### src/rtl/multisim_apb_pkg.sv
// Shared types for the APB phase tracker and the server modules around it.
package multisim_apb_pkg;

  // APB transfer phase; encoding 2'd3 is unused and treated as illegal.
  typedef enum logic [1:0] {
    IDLE   = 2'd0,
    SETUP  = 2'd1,
    ACCESS = 2'd2
  } multisim_apb_state_t;

endpackage

### src/rtl/multisim_apb_fsm.sv
// APB phase tracker: follows IDLE/SETUP/ACCESS, offers one request per
// transfer to a downstream consumer, flags protocol errors and ACCESS
// timeouts, and counts completed transfers.
module multisim_apb_fsm
  import multisim_apb_pkg::*;
#(
  parameter int unsigned TIMEOUT_CYCLES = 1024,
  parameter int unsigned COUNT_WIDTH    = 32
) (
  input  logic                   clk,
  input  logic                   rst,
  input  logic                   i_apb_psel,
  input  logic                   i_apb_penable,
  input  logic                   i_apb_pready,
  input  logic                   i_request_rdy,
  output multisim_apb_state_t    o_state,
  output logic                   o_request_vld,
  output logic                   o_busy,
  output logic                   o_protocol_err,
  output logic                   o_timeout,
  output logic [COUNT_WIDTH-1:0] o_xfer_count
);

  // Wide enough to hold TIMEOUT_CYCLES itself, since the counter saturates there.
  localparam int unsigned      TMO_W     = (TIMEOUT_CYCLES == 0) ? 1 : $clog2(TIMEOUT_CYCLES + 1);
  localparam logic [TMO_W-1:0] TMO_LIMIT = TMO_W'(TIMEOUT_CYCLES);

  multisim_apb_state_t    state_d;
  logic                   request_vld_d;
  logic                   protocol_err_d;
  logic                   timeout_d;
  logic [COUNT_WIDTH-1:0] xfer_count_d;
  logic [TMO_W-1:0]       access_cnt_q;
  logic [TMO_W-1:0]       access_cnt_d;

  // Busy is the only output decoded straight from the phase register.
  assign o_busy = (o_state != IDLE);

  // Next-state, next-output and counter logic for one clock.
  always_comb begin
    // NOTE: every signal gets a default before the case so no path leaves one unassigned (no latch).
    state_d        = IDLE;
    request_vld_d  = 1'b0;
    protocol_err_d = 1'b0;
    timeout_d      = 1'b0;
    xfer_count_d   = o_xfer_count;
    access_cnt_d   = access_cnt_q;

    case (o_state)
      IDLE: begin
        protocol_err_d = i_apb_psel & i_apb_penable;
        if (i_apb_psel) begin
          state_d       = SETUP;
          request_vld_d = 1'b1;
        end
      end

      SETUP: begin
        // The request is always offered in SETUP, so a ready here completes the handshake.
        state_d       = ACCESS;
        request_vld_d = ~i_request_rdy;
        access_cnt_d  = '0;
      end

      ACCESS: begin
        if (i_apb_pready) begin
          // Completion wins over a simultaneously dropped psel.
          xfer_count_d = o_xfer_count + 1'b1;
        end else if (!i_apb_psel) begin
          protocol_err_d = 1'b1;
        end else begin
          state_d       = ACCESS;
          request_vld_d = o_request_vld & ~i_request_rdy;
          if ((TIMEOUT_CYCLES != 0) && (access_cnt_q != TMO_LIMIT)) begin
            access_cnt_d = access_cnt_q + 1'b1;
            timeout_d    = (access_cnt_q == TMO_LIMIT - 1'b1);
          end
        end
      end

      default: state_d = IDLE;
    endcase
  end

  // State and registered outputs; synchronous reset aborts any transfer silently.
  always_ff @(posedge clk) begin
    // NOTE: non-blocking assignments so every register samples pre-edge values.
    if (rst) begin
      o_state        <= IDLE;
      o_request_vld  <= 1'b0;
      o_protocol_err <= 1'b0;
      o_timeout      <= 1'b0;
      o_xfer_count   <= '0;
      access_cnt_q   <= '0;
    end else begin
      o_state        <= state_d;
      o_request_vld  <= request_vld_d;
      o_protocol_err <= protocol_err_d;
      o_timeout      <= timeout_d;
      o_xfer_count   <= xfer_count_d;
      access_cnt_q   <= access_cnt_d;
    end
  end

endmodule

### config.mk
export PLATFORM = sky130hd
export DESIGN_NAME = multisim_apb_fsm
export DESIGN_NICKNAME = d
export VERILOG_FILES = /design/src/rtl/multisim_apb_pkg.sv /design/src/rtl/multisim_apb_fsm.sv
export SDC_FILE = /design/constraint.sdc
export NUM_CORES = 1
export LEC_CHECK = 0
export ABC_CLOCK_PERIOD_IN_PS = 2200
export CELL_PAD_IN_SITES_DETAIL_PLACEMENT = 0
export CELL_PAD_IN_SITES_GLOBAL_PLACEMENT = 1
export CORE_ASPECT_RATIO = 0.9
export CORE_UTILIZATION = 25
export CTS_CLUSTER_SIZE = 16
export DETAILED_ROUTE_END_ITERATION = 10
export DONT_BUFFER_PORTS = 1
export PLACE_DENSITY = 0.56
export SLEW_MARGIN = 20
export SYNTH_ARGS = -nofsm -noshare
export SYNTH_HDL_FRONTEND = slang
export SYNTH_SLANG_ARGS = --single-unit
### constraint.sdc
create_clock -name clk -period 2.2 [get_ports clk]
set_input_delay 0.66 -clock clk [delete_from_list [all_inputs] [get_ports clk]]
set_output_delay 0.66 -clock clk [all_outputs]
set_load 0.005 [all_outputs]
Word level (Yosys, flattened, before mapping)
Cells that the tools add are included.
W data, S select, Z words.
{ "classes": {"n_addsub": 2, "multipliers": 0, "div_mod_pow": 0, "magnitude_cmp": 0, "n_eq_ne": 7, "shift": 0, "muxes": 15, "n_bitwise": 6, "reduce_logical": 6} }
{ "ops": {"columns": ["cell", "count"], "rows": [
  ["$mux W11", 3],
  ["$add A32 B1 Y32 const B", 1],
  ["$pmux W11 S2", 1],
  ["$add A11 B1 Y11 const B", 1],
  ["$eq A11 B10 Y1 const B", 1],
  ["$ne A11 B11 Y1 const B", 1],
  ["$mux W1", 6],
  ["$ne A2 B2 Y1 const B", 3],
  ["$pmux W2 S3", 1],
  ["$reduce_or A5 Y1", 1],
  ["$mux W2", 2],
  ["$not A1 Y1", 4],
  ["$reduce_and A4 Y1", 1],
  ["$reduce_bool A2 Y1", 2],
  ["$pmux W1 S3", 1],
  ["$and A1 B1 Y1", 2],
  ["$eq A2 B1 Y1 const B", 1],
  ["$eq A2 B2 Y1 const B", 1],
  ["$logic_not A2 Y1", 1],
  ["$pmux W1 S2", 1],
  ["$reduce_and A2 Y1", 1]
]} }
{ "totals": {"regBits": 48, "latch_bits": 0, "mem_bits_rw": 0, "rom_bits": 0, "in_bits": 6, "output_inout_bits": 38, "n_memories": 0} }

Longest topological paths before layout
{ "logic_depth": {"depth_word": 5, "ltp_mapped": 7, "ltp_nobuf": 6} }

Least setup slack after synthesis
Ideal clock, no wire load.
{ "synth_path": {"kind": "input port to flip-flop", "startpoint": "in i_apb_pready", "endpoint": "reg o_xfer_count[24]", "arrival_ns": 2.173, "slack_ns": -0.044, "path_stages": 6, "path_cell_list": "buf_4 -> nand4b_4 -> or4_4 -> buf_6 -> or4_1 -> a21oi_1"} }
{ "synth_via": {"elab_chain_cells": 1} }
{ "synth_rtl": {"columns": ["item", "line_no", "source"], "rows": [
  ["from (decl)", "multisim_apb_fsm.sv:14", "input logic i_apb_pready,"],
  ["$reduce_and A2 Y1 (no line)", null, null],
  ["to (signal assigned)", "multisim_apb_fsm.sv:100", "o_xfer_count <= xfer_count_d;"],
  ["to (decl)", "multisim_apb_fsm.sv:21", "output logic [COUNT_WIDTH-1:0] o_xfer_count"]
]} }
No other way between the ends.
A chain may end at the register's enable or synchronous reset.

Worst setup path after layout
{ "layout_path": {"startpoint": "reg o_xfer_count[0]", "endpoint": "reg o_xfer_count[30]"} }
{ "layout_via": {"elab_chain_cells": 1} }
{ "layout_rtl": {"columns": ["item", "line_no", "source"], "rows": [
  ["$add A32 B1 Y32", "multisim_apb_fsm.sv:68", "xfer_count_d = o_xfer_count + 1'b1;"]
]} }
No other way between the ends.

==> results.txt <==
----------------------------------------------------
[Final layout]
  Fraction of layout cells with a size suffix above 1 ... 9.69%
  Antenna cell count ... 0
  Finished Layout Cells ... 411
  Most frequent standard cell in the layout excluding fill and tap cells ... sky130_fd_sc_hd__dfxtp_1
  Commonest cells after routing, fill and taps aside ... sky130_fd_sc_hd__dfxtp_1 (48), sky130_fd_sc_hd__a21oi_1 (36), sky130_fd_sc_hd__or4_1 (21)
  Net count of the finished layout ... 297
  Area delta synth->final ... 10.5%
  Core occupancy in the finished layout ... 29.0%

[Timing]
  F_max ... 498 MHz
  Relative slew slack ... 64.9%
  Final worst slack ... 0.190 ns
  Final worst hold slack ... 0.428 ns
  Fin Clk Skew ... 0.00850 ns
  Measured slew at the worst slew-check pin ... 0.526 ns
  Setup repair after global routing missed its margin ... false
  Fraction of the cycle the final worst path needs ... 91.4%
  Setup-violating endpoint count in the final report ... 0
  Setup Total Neg Slack ... 0 ns
  Final critical delay including setup and external delays ... 2.01 ns
  Number of max-slew violations in the final report ... 0
  Final hold violation count ... 0

[Global route]
  Pin count of the biggest net entering global routing ... 51
  Number of global-route vias before repair ... 2129
  Wire length of the first global-routing pass ... 10500 um
  Initial antenna violation count ... 0
  GR Util All Layers ... 13.0%
  Global route total overflow ... 0

[Synthesis]
  Post-synthesis instance area ... 2420 um^2
  Synth async-reset ratio ... 0%
  Count of synthesis-stage warnings from yosys ... 0
  Count of flip-flops with a built-in enable after synthesis ... 0
  Synth Register Bits ... 48
  Post-Synthesis Mean Instance Area ... 8.39 um^2
  Prevailing post-synth register cell ... sky130_fd_sc_hd__dfxtp_1
  Synthesized Nets ... 298
  Fraction of the yosys area taken by sequential cells ... 39.6%
  Number of unique standard cell types used by synthesis ... 41
  Mapped Cells ... 289

[Setup path]
  Worst-path cell with the longest stage delay ... sky130_fd_sc_hd__or4_4
  Kind of critical path ... flop to flop
  CP endpoint kind ... flop
  Reg-to-reg startpoint ... o_xfer_count[0]$_SDFFE_PP0P_
  Data arrival at the endpoint of the critical path ... 2.26 ns
  Launching element of the worst setup path ... o_xfer_count[0]$_SDFFE_PP0P_
  Startpoint class of the critical path ... flop
  Worst path cell trace ... ha_1 > inv_1 > or4_4 > or4_1 > a21oi_1
  Worst path max stage delay ... 0.62 ns
  Crit Path Max Fanout ... 23
  Worst endpoint required time ... 2.45 ns

[Clock tree]
  CTS root buffer ... sky130_fd_sc_hd__clkbuf_8
  Clock-pin slew of the registers on the worst-case setup and hold paths ... 0.10 ns
  Maximum clock path buffer count ... 2
  Cts hold-fix bufs ... 0
  Clock tree sinks ... 48
  Number of buffers added by the clock tree synthesis step ... 5
  TritonCTS clock tree ... built
  CTS resizes ... 0
  Clock latency at the later pin of the worst-skew pair ... 0.30 ns
  CTS H-tree depth ... 2
  Buffers inserted during post-CTS setup optimization ... 0

[Placed design]
  GPL Wtd Cong ... 0.732
  Count of buffers from port buffering ... 0
  Detailed-placement wirelength estimate ... 4070 um
  Post-Place Cells ... 403
  Post-Place Worst Slack ... 0.0158 ns

[Drt]
  Number of remaining DRC errors ... 0
  Detailed Route WL ... 6180 um
  Iter 0 DRT Violations ... 73
  Via count ... 2189
  Routed vias/inst ... 5.33
  Post-route ant nets ... 0
  Per-cell routed wire length ... 15.0 um
  Pre-antenna DRT Iters ... 4

[Floorplanning]
  Placeable core region ... 9250 um^2
  Width of the die ... 106 um
  Standard-cell row count ... 33
  Top Ports ... 44
  Initial core utilization ... 26.2%
  Die Outline Area ... 10100 um^2
  Die Y ... 95.4 um

[Min path]
  Type of the worst min-delay path ... input pin to flop
  Hold path startpoint ... rst

[Run]
  Number of violations of the max-capacitance limit ... 0

[Status]
  Result of the run ... completed

[Pwr]
  Static power due to leakage ... 0.841 nW
  PD cells ... 558 nW/um^2
  VDD IR-drop max ... 0.235 mV

----------------------------------------------------
-- worst max-delay path: cells and delay by family (launching register included) --
family	cells	cell delay, ns
compound gates	1	0.14
fa+ha+maj	1	0.24
buf+inv	1	0.06
flops	1	0.35
simple gates	2	1.16
-- per-stage QoR --
stage	power, mW	area, um^2
6_report	1.50	2680
5_1_grt	1.57	2680
4_1_cts	1.53	2680
3_5_place_dp	0.945	2590
3_3_place_gp	0.945	2590
2_1_floorplan	0.944	2430
-- cells by family (layout without fill, tap and decap cells) --
logic type | after synthesis | after routing | share of synthesized area, %
simple gates | 120 | 120 | 31.0
compound gates | 79 | 79 | 19.8
flops | 48 | 48 | 39.6
buf+inv | 32 | 32 | 5.52
xor+xnor | 7 | 7 | 2.53
fa+ha+maj | 3 | 3 | 1.55
-- Yosys cell counts, types with 2 or more instances --
master,n,area share [%]
sky130_fd_sc_hd__and2_1,2,0.52
sky130_fd_sc_hd__nor2_1,13,2.0
sky130_fd_sc_hd__a21oi_1,36,7.4
sky130_fd_sc_hd__nor2b_1,2,0.52
sky130_fd_sc_hd__or4b_2,2,0.83
sky130_fd_sc_hd__and4_1,6,2.2
sky130_fd_sc_hd__dfxtp_1,48,40
sky130_fd_sc_hd__ha_1,3,1.5
sky130_fd_sc_hd__buf_1,2,0.31
sky130_fd_sc_hd__or4_1,21,6.5
sky130_fd_sc_hd__or3_1,9,2.3
sky130_fd_sc_hd__nand2b_1,5,1.3
sky130_fd_sc_hd__xor2_1,4,1.4
sky130_fd_sc_hd__o31ai_1,19,5.9
sky130_fd_sc_hd__nand2_1,16,2.5
sky130_fd_sc_hd__o41ai_1,3,1.1
sky130_fd_sc_hd__clkbuf_1,16,2.5
sky130_fd_sc_hd__buf_2,2,0.41
sky130_fd_sc_hd__o21ai_0,11,2.3
sky130_fd_sc_hd__inv_1,10,1.5
sky130_fd_sc_hd__nand4_1,12,3.1
sky130_fd_sc_hd__or4_4,2,0.93
sky130_fd_sc_hd__o311ai_0,3,1.1
sky130_fd_sc_hd__nand3_1,13,2.7
sky130_fd_sc_hd__a31oi_1,4,1.0
sky130_fd_sc_hd__nor3_1,6,1.2
sky130_fd_sc_hd__xnor2_1,3,1.1
sky130_fd_sc_hd__and3_1,3,0.77
-- registers in the layout (all words and copies together) (netlist names) --
| register | count |
|---|---|
| o_timeout | 1 |
| o_xfer_count | 32 |
| access_cnt_q | 11 |
| o_request_vld | 1 |
| o_state | 2 |
| o_protocol_err | 1 |
-- area by class of cell --
class	count	area (um^2)
Tap cell	122	153
Clock inverter	1	7.51
Clock buffer	7	86.3
Sequential cell	48	961
Timing Repair Buffer	14	105
Fill cell	1015	6570
Inverter	10	37.5
Multi-Input combinational cell	209	1330
-- per-layer routing --
metal / track usage [%] / up-vias / share of wire (%)
met2: 20.5 / 34 / 44
li1: - / 1104 / -
met4: 3.59 / 0 / 0.79
met3: 4.17 / 4 / 5.4
met1: 17.1 / 1047 / 50
met5: 0 / - / 0
-- path summary, 6_finish.rpt --
kind / slack (ns) / depth (start not counted) / end
setup / recovery: 0.19 / 5 / o_xfer_count[30]$_SDFFE_PP0P_
hold / removal: 0.43 / 1 / o_xfer_count[20]$_SDFFE_PP0P_
setup reg to reg: 0.19 / 5 / o_xfer_count[30]$_SDFFE_PP0P_
hold reg to reg: 0.50 / 1 / o_timeout$_SDFF_PP0_
-- power breakdown --
group	switching, mW	internal [mW]
sequential	0.00378	0.873
combinational	0.0265	0.0203
clock	0.315	0.257
No activity file was read; power rests on OpenSTA's default activity.
